==> config.mk <==
export PLATFORM = sky130hd
export DESIGN_NAME = wb_occf_sink_gen
export DESIGN_NICKNAME = d
export VERILOG_FILES = /design/src/rtl/occf_sink_pkg.sv /design/src/rtl/occf_sync_fifo.sv /design/src/rtl/wb_occf_sink_gen.sv
export SDC_FILE = /design/constraint.sdc
export NUM_CORES = 2
export LEC_CHECK = 0
export CAP_MARGIN = 10
export CORE_ASPECT_RATIO = 1.75
export CORE_UTILIZATION = 32
export CTS_CLUSTER_SIZE = 8
export DETAILED_ROUTE_END_ITERATION = 6
export PLACE_DENSITY = 0.57
export SLEW_MARGIN = 40
export SYNTH_ARGS = -nofsm -noshare
export SYNTH_HDL_FRONTEND = slang
export SYNTH_SLANG_ARGS = --single-unit
==> constraint.sdc <==
create_clock -name clk_i -period 30.1 [get_ports clk_i]
set_input_delay 6.02 -clock clk_i [delete_from_list [all_inputs] [get_ports clk_i]]
set_output_delay 6.02 -clock clk_i [all_outputs]
set_load 0.05 [all_outputs]
==> src/rtl/occf_sink_pkg.sv <==
// occf_sink_pkg: shared FSM encoding and width helpers for the OCC fabric sink
package occf_sink_pkg;
  typedef enum logic [1:0] {S_IDLE, S_IN_FRAME, S_TRUNC} t_occf_state;
  function automatic int c_OCCF_SEL_WIDTH(input int dw);
    return dw / 8;
  endfunction
  function automatic int f_count_width(input int n);
    return $clog2(n + 1);
  endfunction
  function automatic int f_ptr_width(input int depth);
    return depth > 1 ? $clog2(depth) : 1;
  endfunction
endpackage

==> src/rtl/occf_sync_fifo.sv <==
// occf_sync_fifo: synchronous show-ahead FIFO with occupancy output, RAM or flop-bank storage
module occf_sync_fifo
  import occf_sink_pkg::*;
#(
  parameter int g_WIDTH = 8,
  parameter int g_DEPTH = 8,
  parameter int g_WITH_FIFO_INFERRED = 1
) (
  input  logic                                clk_i,
  input  logic                                rst_i,
  input  logic                                push_i,
  input  logic                                pop_i,
  input  logic [g_WIDTH-1:0]                  wdata_i,
  output logic [g_WIDTH-1:0]                  rdata_o,
  output logic                                empty_o,
  output logic                                full_o,
  output logic [f_count_width(g_DEPTH)-1:0]   level_o
);
  localparam int PW = f_ptr_width(g_DEPTH);
  localparam int VW = f_count_width(g_DEPTH);
  logic [PW-1:0] wr_ptr, rd_ptr;
  logic do_push, do_pop;
  assign empty_o = level_o == '0;
  assign full_o = level_o == VW'(g_DEPTH);
  assign do_pop = pop_i & ~empty_o;
  // a push into a full FIFO is dropped unless a pop frees the slot this cycle
  assign do_push = push_i & (~full_o | do_pop);
  always_ff @(posedge clk_i)
    if (rst_i) begin
      wr_ptr <= '0;
      rd_ptr <= '0;
      level_o <= '0;
    end else begin
      wr_ptr <= wr_ptr + PW'(do_push);
      rd_ptr <= rd_ptr + PW'(do_pop);
      level_o <= level_o + VW'(do_push) - VW'(do_pop);
    end
  generate
    if (g_WITH_FIFO_INFERRED != 0) begin : g_ram
      logic [g_WIDTH-1:0] mem [g_DEPTH];
      always_ff @(posedge clk_i)
        if (do_push) mem[wr_ptr] <= wdata_i;
      assign rdata_o = mem[rd_ptr];
    end else begin : g_regs
      logic [g_WIDTH-1:0] regs [g_DEPTH];
      always_ff @(posedge clk_i)
        if (rst_i) regs <= '{default: '0};
        else for (int k = 0; k < g_DEPTH; k++) if (do_push && wr_ptr == PW'(k)) regs[k] <= wdata_i;
      assign rdata_o = regs[rd_ptr];
    end
  endgenerate
  a_no_overflow: assert property (@(posedge clk_i) disable iff (rst_i) !(push_i && full_o && !pop_i));
endmodule

==> src/rtl/wb_occf_sink_gen.sv <==
// wb_occf_sink_gen: pipelined Wishbone stream sink; frames words by CYC, buffers them,
// and hands them to user logic under dreq_i with truncation, frame length and level reporting
module wb_occf_sink_gen
  import occf_sink_pkg::*;
#(
  parameter int g_DATA_WIDTH = 128,
  parameter int g_ADDR_WIDTH = 4,
  parameter int g_FIFO_DEPTH = 8,
  parameter int g_STALL_MARGIN = 2,
  parameter int g_MAX_FRAME_WORDS = 1024,
  parameter int g_WITH_FIFO_INFERRED = 1
) (
  input  logic                                          clk_i,
  input  logic                                          rst_i,
  input  logic [g_DATA_WIDTH-1:0]                       snk_dat_i,
  input  logic [g_ADDR_WIDTH-1:0]                       snk_adr_i,
  input  logic [g_DATA_WIDTH/8-1:0]                     snk_sel_i,
  input  logic                                          snk_cyc_i,
  input  logic                                          snk_stb_i,
  input  logic                                          snk_we_i,
  output logic                                          snk_stall_o,
  output logic                                          snk_ack_o,
  output logic                                          snk_err_o,
  output logic                                          snk_rty_o,
  output logic [g_ADDR_WIDTH-1:0]                       addr_o,
  output logic [g_DATA_WIDTH-1:0]                       data_o,
  output logic [g_DATA_WIDTH/8-1:0]                     bytesel_o,
  output logic                                          dvalid_o,
  output logic                                          sof_o,
  output logic                                          eof_o,
  output logic                                          frame_err_o,
  output logic [f_count_width(g_MAX_FRAME_WORDS)-1:0]   frame_len_o,
  output logic [f_count_width(g_FIFO_DEPTH)-1:0]        fifo_level_o,
  input  logic                                          dreq_i
);
  localparam int SW = c_OCCF_SEL_WIDTH(g_DATA_WIDTH);
  localparam int LW = f_count_width(g_MAX_FRAME_WORDS);
  localparam int VW = f_count_width(g_FIFO_DEPTH);
  localparam logic [VW-1:0] STALL_LVL = VW'(g_FIFO_DEPTH - g_STALL_MARGIN);
  localparam logic [LW-1:0] LAST_CNT = LW'(g_MAX_FRAME_WORDS - 1);
  typedef struct packed {
    logic                    err;
    logic [LW-1:0]           len;
    logic                    eof;
    logic                    sof;
    logic [SW-1:0]           sel;
    logic [g_ADDR_WIDTH-1:0] adr;
    logic [g_DATA_WIDTH-1:0] dat;
  } t_occf_word;
  localparam int FW = $bits(t_occf_word);
  t_occf_state state_q, state_n;
  t_occf_word hold_q, fifo_wr, fifo_rd;
  logic hold_v_q, stall_q;
  logic [LW-1:0] cnt_q;
  logic accept, err_ev, push, push_last, pop, fifo_empty, fifo_full;
  logic [VW-1:0] level;
  assign snk_stall_o = stall_q | rst_i;
  assign snk_rty_o = 1'b0;
  assign fifo_level_o = level;
  always_ff @(posedge clk_i) state_q <= rst_i ? S_IDLE : state_n;
  always_comb state_n = !snk_cyc_i ? S_IDLE
                      : (accept && cnt_q == LAST_CNT) ? S_TRUNC
                      : (accept && state_q == S_IDLE) ? S_IN_FRAME : state_q;
  // the held word is flushed as last either once truncation is reached or when CYC drops
  always_comb begin
    accept = snk_cyc_i & snk_stb_i & snk_we_i & ~snk_stall_o & (state_q != S_TRUNC);
    err_ev = snk_cyc_i & snk_stb_i & ~snk_stall_o & (~snk_we_i | state_q == S_TRUNC);
    push_last = hold_v_q & (state_q == S_TRUNC | ~snk_cyc_i);
    push = (accept & hold_v_q) | push_last;
    fifo_wr = hold_q;
    fifo_wr.eof = push_last;
    fifo_wr.err = push_last & (state_q == S_TRUNC);
  end
  always_ff @(posedge clk_i)
    if (rst_i) begin
      hold_v_q <= 1'b0;
      hold_q <= '0;
      cnt_q <= '0;
      stall_q <= 1'b1;
      snk_ack_o <= 1'b0;
      snk_err_o <= 1'b0;
    end else begin
      stall_q <= level >= STALL_LVL || fifo_full;
      snk_ack_o <= accept;
      snk_err_o <= err_ev;
      cnt_q <= !snk_cyc_i ? '0 : accept ? cnt_q + LW'(1) : cnt_q;
      hold_v_q <= accept | (hold_v_q & ~push);
      if (accept) hold_q <= '{err: 1'b0, len: cnt_q + LW'(1), eof: 1'b0, sof: state_q == S_IDLE,
                             sel: snk_sel_i, adr: snk_adr_i, dat: snk_dat_i};
    end
  occf_sync_fifo #(
    .g_WIDTH(FW),
    .g_DEPTH(g_FIFO_DEPTH),
    .g_WITH_FIFO_INFERRED(g_WITH_FIFO_INFERRED)
  ) u_fifo (
    .clk_i(clk_i),
    .rst_i(rst_i),
    .push_i(push),
    .pop_i(pop),
    .wdata_i(fifo_wr),
    .rdata_o(fifo_rd),
    .empty_o(fifo_empty),
    .full_o(fifo_full),
    .level_o(level)
  );
  assign pop = dreq_i & ~fifo_empty;
  always_ff @(posedge clk_i)
    if (rst_i) begin
      dvalid_o <= 1'b0;
      sof_o <= 1'b0;
      eof_o <= 1'b0;
      frame_err_o <= 1'b0;
      frame_len_o <= '0;
      data_o <= '0;
      addr_o <= '0;
      bytesel_o <= '0;
    end else begin
      dvalid_o <= pop;
      sof_o <= pop & fifo_rd.sof;
      eof_o <= pop & fifo_rd.eof;
      frame_err_o <= pop & fifo_rd.err;
      frame_len_o <= (pop & fifo_rd.eof) ? fifo_rd.len : '0;
      if (pop) begin
        data_o <= fifo_rd.dat;
        addr_o <= fifo_rd.adr;
        bytesel_o <= fifo_rd.sel;
      end
    end
endmodule

==> impl_metrics.env <==
export IMPL_layout_min_cycle_time_ns=13.48
export IMPL_crit_family="buffers and inverters"
export IMPL_syn_nets=3746
export IMPL_grt_ovfl_total=0
export IMPL_nFillCells=17200
export IMPL_hold_violations=0
export IMPL_drt_total_wl_mm=155
export IMPL_ys_seq_elements=1646
export IMPL_p_int_w=0.00448
export IMPL_post_route_cells_drive_above_1_share=0.124
export IMPL_clkTransAtPathRegs_ns=0.05
export IMPL_cp_data_arrival_time_ns=7.46
export IMPL_ys_warn_count=0
export IMPL_antenna_found_initial=4
export IMPL_r2r_slack_ns=25.27
export IMPL_cts_inserted_buffers=232
export IMPL_cts_hold_buf=0
export IMPL_grt_start_max_net_pins=110
export IMPL_use_met2=0.287
export IMPL_cp_end_kind="primary output"
export IMPL_p_seq_frac=0.410
export IMPL_synth_simple_area_share=0.0479
export IMPL_finalPower_w=0.00633
export IMPL_postCtsSetupBuffers=0
export IMPL_dp_hpwl_mm=84.2
export IMPL_p_comb_frac=0.213
export IMPL_gp_congestion=0.706
export IMPL_maxCapViolations=0
export IMPL_synth_fa_ha_area_frac=0.00281
export IMPL_synthXorXnorAreaFrac=0.00217
export IMPL_min_path_type="reg2reg"
export IMPL_rsz0062_at_grt="no"
export IMPL_postRouteAntennaNets=0
export IMPL_syn2layout_area_growth_pct=21.2
export IMPL_worstPathRequired_ns=24.08
export IMPL_finalClockSkew_ns=0.0674
export IMPL_crit_path_start_kind="input pin"
export IMPL_clock_sinks=1646
export IMPL_top_usage_layer="met2"
export IMPL_die_height_um=577
export IMPL_pwr_share_clk=0.377
export IMPL_slowest_delay_ns=0.80
export IMPL_netSwitchingPower_w=0.00185
export IMPL_ios=325
export IMPL_power_density_nw_per_um2=86.3
export IMPL_cts_resized=0
export IMPL_grt_usage=0.161
export IMPL_syn_avg_cell_area_um2=16.9
export IMPL_relSlewSlack=0.419
export IMPL_path_class="in2out"
export IMPL_cellLeakagePower_nw=22.0
export IMPL_rows=210
export IMPL_drtIter0Drc=1784
export IMPL_status="finished clean"
export IMPL_synth_top_family_by_area="multiplexers"
export IMPL_initial_core_util=0.323
export IMPL_worst_skew_pair_late_latency_ns=0.83
export IMPL_dieArea_um2=191000
export IMPL_grt_util_met3=0.0248
export IMPL_worstMarginPinSlew_ns=0.872
export IMPL_clk_path_buf_depth=4
export IMPL_cp_cell_sequence="buf_8, or2_2, clkdlybuf4s50_1"
export IMPL_grt_pass1_vias=34500
export IMPL_cts_tree="built"
export IMPL_vias=32800
export IMPL_grt_first_pass_wirelength_mm=226
export IMPL_synth_cell_types=46
export IMPL_wire_per_inst_um=23.5
export IMPL_yosysSeqAreaShare=0.759
export IMPL_critPathBufInv=2
export IMPL_clock_root_buffer="clkbuf_16"
export IMPL_path_max_fanout=75
export IMPL_via_per_inst=4.97
export IMPL_fin_crit_sh=0.448
export IMPL_max_freq_mhz=74.2
export IMPL_die_w_um=331
export IMPL_cts_max_level=4
export IMPL_drtPass1Iterations=5
export IMPL_switching_share=0.292
export IMPL_finalMaxSlewViolations=0
export IMPL_use_met1=0.198
export IMPL_portBuffers=323
export IMPL_final_setup_viol_count=0
export IMPL_core_area_um2=187000
export IMPL_slowest_stage="clkdlybuf4s50_1"
export IMPL_synthMuxAreaShare=0.117
export IMPL_synth_compound_area_share=0.0506
export IMPL_setup_tns_ns=0
export IMPL_syn_inst=3579
export IMPL_nets=4139
export IMPL_drc_errors=0
export IMPL_synth_area_um2=60500
export IMPL_ir_worst_vdd_mv=0.0802
stage by stage:
stage / utilization / worst slack [ns] / hold slack, ns / area [um^2] / std cells
2_1_floorplan: - / 11.41 / 0.448 / 60500 / 3579
3_3_place_gp: 0.353 / 16.59 / 0.458 / 66200 / 6159
3_5_place_dp: 0.355 / 16.59 / 0.467 / 66600 / 6173
4_1_cts: 0.391 / 16.58 / 0.474 / 73300 / 6596
5_1_grt: 0.392 / 16.55 / 0.501 / 73300 / 6600
6_report: 0.392 / 16.62 / 0.476 / 73300 / 6600
sequential cells by signal, summed over array words and instances (netlist names), 4 cells and up:
name / flops
u_fifo.level_o: 4
u_fifo.g_ram.mem: 1296
data_o: 128
fifo_wr: 160
bytesel_o: 16
frame_len_o: 11
cnt_q: 11
addr_o: 4
tightest hold or removal path, delay by kind of cell (launching register included):
family,cells,cell delay (ns)
flops,1,0.31
simple gates,1,0.06
compound gates,1,0.06
metal layers:
| layer | up-vias | routed length (um) |
|---|---|---|
| met2 | 883 | 80600 |
| met4 | 4 | 3700 |
| met5 | - | 27 |
| met1 | 17000 | 63500 |
| met3 | 237 | 7410 |
| li1 | 14700 | - |
area by class of cell:
cell class,count,area (um^2),area share
inverters,14,65.1,0.000887
flip-flops and latches,1646,45900,0.626
multi-input cells,1686,13400,0.183
clock buffers,416,6530,0.0890
repair buffers,392,4190,0.0571
clock inverters,7,159,0.00217
well taps,2438,3050,0.0416
diodes,1,2.50,0.0000341
logic make-up (layout without fill, tap and decap cells):
group | after synthesis | count (layout)
AO/OA/AOI/OAI | 484 | 484
XOR/XNOR | 15 | 15
multiplexers | 487 | 487
adder cells (fa/ha/maj) | 13 | 13
flip-flops | 1646 | 1646
buffers and inverters | 247 | 829
AND/OR/NAND/NOR | 686 | 686
other | 1 | 2
cells in the mapped netlist, drive strengths merged:
cell	n	area share
edfxtp	1296	0.64
dfxtp	350	0.12
mux2i	310	0.051
nand2	307	0.019
nor2	184	0.011
mux4	175	0.065
a21oi	162	0.013
a211oi	158	0.020
nor3	155	0.013
o22ai	149	0.015
clkbuf	126	0.0083
buf	107	0.012
inv	14	0.00087
ha	12	0.0025
xnor2	8	0.0012
nand2b	7	0.00072
nor2b	7	0.00072
xor2	7	0.0010
o21ai	6	0.00050
or3	6	0.00062
nand3	5	0.00041
nand4	5	0.00052
or2	4	0.00041
o211ai	3	0.00037
a21o	2	0.00025
mux2	2	0.00037
or4	2	0.00031
a2111o	1	0.00019
a21boi	1	0.00012
and3	1	0.00010
and4	1	0.00014
and4bb	1	0.00021
conb	1	0.000062
fa	1	0.00033
nor3b	1	0.00012
o21a	1	0.00012
o31ai	1	0.00035
path summary, 6_finish.rpt:
check	start	endpoint	cells after the start
max	rst_i	snk_stall_o	3
min	hold_v_q	hold_v_q	2
max reg2reg	state_q[0]	u_fifo.g_ram.mem[1][43]	8
min reg2reg	hold_v_q	hold_v_q	2
power by group through the flow:
| stage | sequential [W] | combinational, W | clock [W] |
|---|---|---|---|
| 2_1_floorplan | 0.00287 | 0.000724 | 0 |
| 3_3_place_gp | 0.00264 | 0.00137 | 0 |
| 3_5_place_dp | 0.00264 | 0.00138 | 0 |
| 4_1_cts | 0.00260 | 0.00138 | 0.00244 |
| 5_1_grt | 0.00260 | 0.00145 | 0.00253 |
| 6_report | 0.00259 | 0.00135 | 0.00239 |
cell usage in the layout, fill, tap and decap left out, types with 7 or more instances in the layout:
master           synthesis  routed
edfxtp_1              1296    1296
dfxtp_1                350     347
clkdlybuf4s50_1          0     322
mux2i_1                310     310
nand2_1                307     307
clkbuf_16                0     233
clkbuf_1               118     182
nor2_1                 184     178
mux4_2                 175     175
a21oi_1                162     162
a211oi_1               154     154
nor3_1                 151     149
o22ai_1                149     149
buf_4                   25      28
buf_12                   0      15
buf_6                   22      14
ha_1                    12      12
inv_1                   11      11
xnor2_1                  8       8
buf_16                   0       8
nor2b_1                  7       7
xor2_1                   7       7
No activity file was read; power rests on OpenSTA's default activity.
